**src/rtl/pc_fetch_ctrl.sv**
```systemverilog
// rtl/pc_fetch_ctrl.sv - program counter and control-flow sequencer for the 8-bit core
//
// Sequences instruction fetch: a start/halt/done run state machine, a registered
// program counter with jump / zero-conditional branch through a writable target
// LUT, and a saturating count of RUN cycles since the last start.
//
// Optional build macro: BRANCH_REL_EN
//   undefined - a LUT entry is an absolute target address
//   defined   - a LUT entry is a signed PC_W-bit offset added to the current pc
//
// Ports:
//   clk          system clock, rising edge
//   reset        synchronous active-high reset (clears state, pc, counter, LUT)
//   start        begin execution at address 0 (from IDLE or DONE)
//   halt         decoded halt instruction, honoured in RUN
//   jump         unconditional control transfer through LUT[target_idx]
//   branch       conditional transfer, taken when zero=1
//   zero         ALU zero flag of the current instruction
//   target_idx   LUT entry selecting the jump/branch target
//   lut_wr_en    LUT write enable (any state)
//   lut_wr_idx   LUT write address
//   lut_wr_data  LUT write data
//   pc           registered instruction-memory address
//   running      high while in RUN
//   done         high while in DONE
//   cycle_count  RUN cycles since last start, saturating

module pc_fetch_ctrl #(
    parameter int PC_W      = 10,
    parameter int LUT_IDX_W = 4,
    parameter int CYC_W     = 16
) (
    input  logic                 clk,
    input  logic                 reset,
    input  logic                 start,
    input  logic                 halt,
    input  logic                 jump,
    input  logic                 branch,
    input  logic                 zero,
    input  logic [LUT_IDX_W-1:0] target_idx,
    input  logic                 lut_wr_en,
    input  logic [LUT_IDX_W-1:0] lut_wr_idx,
    input  logic [PC_W-1:0]      lut_wr_data,
    output logic [PC_W-1:0]      pc,
    output logic                 running,
    output logic                 done,
    output logic [CYC_W-1:0]     cycle_count
);

    localparam int LUT_N = 1 << LUT_IDX_W;

    typedef enum logic [1:0] {
        ST_IDLE = 2'd0,
        ST_RUN  = 2'd1,
        ST_DONE = 2'd2
    } state_t;

    state_t             r_state;
    state_t             w_state_nxt;
    logic [PC_W-1:0]    r_pc;
    logic [PC_W-1:0]    w_pc_nxt;
    logic [CYC_W-1:0]   r_cyc;
    logic [CYC_W-1:0]   w_cyc_nxt;
    logic [PC_W-1:0]    r_lut [LUT_N];
    logic [PC_W-1:0]    w_lut_rd;
    logic [PC_W-1:0]    w_target;
    logic               w_taken;

    // Combinational read: a same-cycle write to this index is not yet visible.
    assign w_lut_rd = r_lut[target_idx];

`ifdef BRANCH_REL_EN
    // Two's-complement offset; PC_W-bit addition wraps modulo 2^PC_W.
    assign w_target = r_pc + w_lut_rd;
`else
    assign w_target = w_lut_rd;
`endif

    // zero only matters for a branch; a jump overrides it.
    assign w_taken = jump | (branch & zero);

    // State register
    always_ff @(posedge clk) begin
        if (reset) begin
            r_state <= ST_IDLE;
        end else begin
            r_state <= w_state_nxt;
        end
    end

    // Next-state logic
    always_comb begin
        w_state_nxt = r_state;
        case (r_state)
            ST_IDLE: if (start) w_state_nxt = ST_RUN;
            ST_RUN:  if (halt)  w_state_nxt = ST_DONE;
            ST_DONE: if (start) w_state_nxt = ST_RUN;
            default:            w_state_nxt = ST_IDLE;
        endcase
    end

    // Outputs decoded straight from the registered state
    always_comb begin
        running = 1'b0;
        done    = 1'b0;
        case (r_state)
            ST_RUN:  running = 1'b1;
            ST_DONE: done    = 1'b1;
            default: ;
        endcase
    end

    // Datapath next values: halt > jump > branch-taken > increment in RUN
    always_comb begin
        w_pc_nxt  = r_pc;
        w_cyc_nxt = r_cyc;
        case (r_state)
            ST_RUN: begin
                if (halt) begin
                    w_pc_nxt = r_pc;
                end else if (w_taken) begin
                    w_pc_nxt = w_target;
                end else begin
                    w_pc_nxt = r_pc + PC_W'(1);
                end
                // The halt cycle is still a RUN cycle and is counted.
                if (r_cyc != {CYC_W{1'b1}}) begin
                    w_cyc_nxt = r_cyc + CYC_W'(1);
                end
            end
            ST_IDLE, ST_DONE: begin
                if (start) begin
                    w_pc_nxt  = '0;
                    w_cyc_nxt = '0;
                end
            end
            default: begin
                w_pc_nxt  = '0;
                w_cyc_nxt = '0;
            end
        endcase
    end

    always_ff @(posedge clk) begin
        if (reset) begin
            r_pc  <= '0;
            r_cyc <= '0;
        end else begin
            r_pc  <= w_pc_nxt;
            r_cyc <= w_cyc_nxt;
        end
    end

    // Target LUT: cleared by reset, writable in every state.
    always_ff @(posedge clk) begin
        if (reset) begin
            for (int i = 0; i < LUT_N; i++) begin
                r_lut[i] <= '0;
            end
        end else if (lut_wr_en) begin
            r_lut[lut_wr_idx] <= lut_wr_data;
        end
    end

    assign pc          = r_pc;
    assign cycle_count = r_cyc;

endmodule

```
**config.mk**
```make
export PLATFORM = sky130hd
export DESIGN_NAME = pc_fetch_ctrl
export DESIGN_NICKNAME = d
export VERILOG_FILES = /design/src/rtl/pc_fetch_ctrl.sv
export SDC_FILE = /design/constraint.sdc
export NUM_CORES = 1
export LEC_CHECK = 0
export BUFFER_PORTS_ARGS = -buffer_cell sky130_fd_sc_hd__buf_2
export CAP_MARGIN = 20
export CORE_MARGIN = 1.5
export CORE_UTILIZATION = 60
export DETAILED_ROUTE_END_ITERATION = 8
export PLACE_DENSITY = 0.81
export SETUP_SLACK_MARGIN = 0.05
export SYNTH_ARGS = -nofsm -noshare
export SYNTH_HDL_FRONTEND = slang
export SYNTH_SLANG_ARGS = --single-unit
```
**constraint.sdc**
```tcl
create_clock -name clk -period 1.95 [get_ports clk]
set_input_delay 0.195 -clock clk [delete_from_list [all_inputs] [get_ports clk]]
set_output_delay 0.195 -clock clk [all_outputs]
set_load 0.02 [all_outputs]
```
==> results_tabular.tex <==
\begin{tabular}{lr}
\hline
Metric & Value \\
\hline
\multicolumn{2}{l}{\textbf{Status}} \\
Result of the run & finished with violations \\
Violations in the final reports & design-rule violations \\
\multicolumn{2}{l}{\textbf{Floorplan}} \\
Die outline area & 15,900 um2 \\
I/O pin total & 54 \\
Std-Cell Rows & 44 \\
Effective utilization at floorplan & 62.0\% \\
Die Span Y & 126 um \\
Core area & 14,600 um2 \\
Die span in x & 126 um \\
\multicolumn{2}{l}{\textbf{Synthesis}} \\
Top cell types by occurrence after synthesis & and2\_1, edfxtp\_1, mux4\_2 \\
Cell Area, Synth & 9080 um2 \\
Ys flop type & edfxtp\_1 \\
Share of flip-flops with an asynchronous set or reset after synthesis & 0\% \\
Most repeated cell in the gate-level netlist after synthesis & and2\_1 \\
Netlist cell types & 59 \\
Yosys synthesis warning count & 0 \\
EDFF count, synth & 160 \\
Number of register bits inferred by synthesis & 188 \\
Share of the yosys chip area belonging to registers & 59.1\% \\
Yosys top cell by area & edfxtp\_1 \\
Cells after synthesis & 687 \\
Share of the synthesized area in the top cell type & 52.9\% \\
Average cell area after synthesis & 13.2 um2 \\
Cell types with the largest area share after synthesis & edfxtp\_1, and2\_1, mux4\_2 \\
Net Count, Synth & 715 \\
\multicolumn{2}{l}{\textbf{Timing}} \\
Endpoints failing setup & 0 \\
Number of endpoints with negative hold slack in the final report & 0 \\
Final min period & 1.84 ns \\
Setup TNS & 0 ns \\
Transition time at the pin with the least slew margin & 0.440 ns \\
Worst setup skew after layout & 0.00778 ns \\
Setup repair after global routing missed its margin & yes \\
Post-route fraction of the period consumed by the critical path & 94.6\% \\
Max-slew violation total from the final report & 0 \\
Peak clock frequency supported by timing & 0.542 GHz \\
Final worst setup slack & 0.106 ns \\
Worst slew margin relative to its limit & 70.7\% \\
WHS & 0.0757 ns \\
\multicolumn{2}{l}{\textbf{Drt}} \\
Vias per std cell & 6.39 \\
Antenna-violating nets left & 0 \\
Detailed-route wire length & 22,400 um \\
Post-route DRC violation count & 9 \\
1st-iter DRT viols & 767 \\
Via total after detailed routing & 6,061 \\
Routed wire per std cell & 23.7 um \\
Initial DRT Pass Iterations & 9 \\
\multicolumn{2}{l}{\textbf{Global routing}} \\
Number of antenna violations at the first check in global routing & 0 \\
Total global-route track usage & 29.7\% \\
Largest net degree at the start of global routing & 33 \\
Wire length of the first global-routing pass & 34,300 um \\
Via count of the first global-routing pass & 5,975 \\
Overflow left after global routing & 0 \\
\multicolumn{2}{l}{\textbf{Clocking}} \\
CTS Root Buffer Type & clkbuf\_16 \\
TritonCTS Buffers & 17 \\
Max Buffers Root-to-Sink & 2 \\
CTS tree & yes \\
Clock transition at path regs & 0.07 ns \\
Hold bufs inserted after CTS & 0 \\
Insertion delay of the later-clocked pin in the worst-skew pair & 0.43 ns \\
H-tree Lvls & 4 \\
\# Post-CTS Setup Buffers & 0 \\
Gates resized, CTS repair & 0 \\
Clock sink count & 188 \\
\multicolumn{2}{l}{\textbf{Layout}} \\
Final design instance area without fill & 10,300 um2 \\
Number of standard cells in the layout, taps in and fillers out & 948 \\
Layout cells sized above 1 & 25.3\% \\
Total number of nets in the final design & 779 \\
Count of fill cells added during filler insertion & 1,002 \\
Growth of design area from synthesis to finish & 13.3\% \\
Post-layout utilization of the core & 70.2\% \\
Antenna diode count & 0 \\
\multicolumn{2}{l}{\textbf{Setup path}} \\
R2R Setup Slk & 0.11 ns \\
Buf/Inv on CP & 0 \\
Critical path endpoint category & flip-flop \\
Critical path data required time & 2.32 ns \\
CP delay by family, top & simple AND/OR/NAND/NOR gates \\
Setup Crit Path Kind & reg2reg \\
Critical Path Slowest Stage Cell & or4\_1 \\
Startpoint types & flip-flop \\
Cell Chain, Critical Path & ha\_1 -> nand3\_1 -> or3\_4 -> or4\_1 -> a21oi\_1 \\
Worst path max stage delay & 0.47 ns \\
Arr. time, crit path & 2.21 ns \\
Peak fanout along the critical path & 8 \\
\multicolumn{2}{l}{\textbf{Placement}} \\
HPWL reported at the end of detailed placement & 15,300 um \\
Post-place setup slack & 0.0140 ns \\
Placer congestion estimate & 0.921 \\
Standard cell area after detailed placement & 9710 um2 \\
Port Buffer Count & 53 \\
Post-placement cell count & 916 \\
\multicolumn{2}{l}{\textbf{Power and ir drop}} \\
Leak & 3.79 nW \\
Cell area power density & 854 nW/um2 \\
Post-layout power & 8.78 mW \\
IR Drop Worst-Case VDD & 0.616 mV \\
\multicolumn{2}{l}{\textbf{Hold path}} \\
Hold WC Path Type & in2reg \\
\multicolumn{2}{l}{\textbf{Run}} \\
Max-cap violations & 0 \\
\hline
\end{tabular}
[final timing paths]
path	endpoint	start	cells past startpoint
setup / recovery	cycle_count[14]$_SDFFE_PP0P_	cycle_count[0]$_SDFFE_PP0P_	5
hold / removal	r_state[0]$_SDFFE_PP0P_	start	3
setup reg to reg	cycle_count[14]$_SDFFE_PP0P_	cycle_count[0]$_SDFFE_PP0P_	5
hold reg to reg	cycle_count[15]$_SDFFE_PP0P_	cycle_count[15]$_SDFFE_PP0P_	2
[final cells by class]
type / count / area, um2 / share of cell area, %
tap: 184 / 230 / 2.24
clock buffer: 20 / 458 / 4.45
timing repair buffer: 96 / 638 / 6.20
inverter: 2 / 7.51 / 0.0730
multi-input combinational: 446 / 3470 / 33.8
sequential: 188 / 5370 / 52.2
clock inverter: 12 / 110 / 1.07
[where the power goes]
part / switching (mW) / leakage [nW] / internal (mW)
Combinational: 0.449 / 1.77 / 0.323
Clock: 1.52 / 0.268 / 1.84
Sequential: 0.0892 / 1.75 / 4.56
Total: 2.05 / 3.79 / 6.73
[sequential cells by signal, indices dropped and copies added (netlist names)]
| name | cells |
|---|---|
| r_lut | 160 |
| cycle_count | 16 |
| pc | 10 |
| r_state | 2 |
[per-layer routing]
metal	share of wire, %	vias to the layer above	wire (um)	global-route usage [%]
met5	0	-	0	0
met4	3.7	0	838	13.2
met3	8.7	50	1940	5.90
met2	48	335	10800	47.6
met1	39	3000	8860	40.0
li1	-	2676	-	-
[tightest hold or removal path: cells and delay by family]
family / cells / cell delay [ns]
and+or+nand+nor: 1 / 0.07
buffers and inverters: 1 / 0.14
AOI/OAI and AO/OA: 1 / 0.06
[cells by family after synthesis]
family	after synthesis	synth area share, %
AOI/OAI and AO/OA	77	5.91
xor gates and xnor gates	2	0.193
adders and majority gates	2	0.276
buffers and inverters	53	2.69
DFF	188	59.1
muxes	70	12.4
and+or+nand+nor	295	19.5
[layout by cell type, fill, tap and decap left out, types with 3 or more instances in the layout]
cell type / instances
and3_1: 3
or3_1: 8
o31ai_1: 4
a21o_1: 3
nand2_1: 23
nor2b_1: 5
nand4_1: 5
mux2_2: 7
a32oi_1: 4
inv_6: 3
dfxtp_1: 27
nor2_1: 20
clkinvlp_4: 4
mux4_2: 33
buf_2: 53
a211oi_1: 4
buf_4: 39
edfxtp_1: 160
nand2b_1: 8
a2111o_1: 4
a22oi_1: 3
and2_1: 165
mux2i_1: 30
clkbuf_16: 18
or2_2: 18
nor3_1: 8
clkinv_2: 3
buf_12: 4
nor4b_1: 3
nand3_1: 9
o21ai_0: 13
a21oi_1: 20
or4_1: 4
a22o_1: 3
No activity file was read; power rests on OpenSTA's default activity.
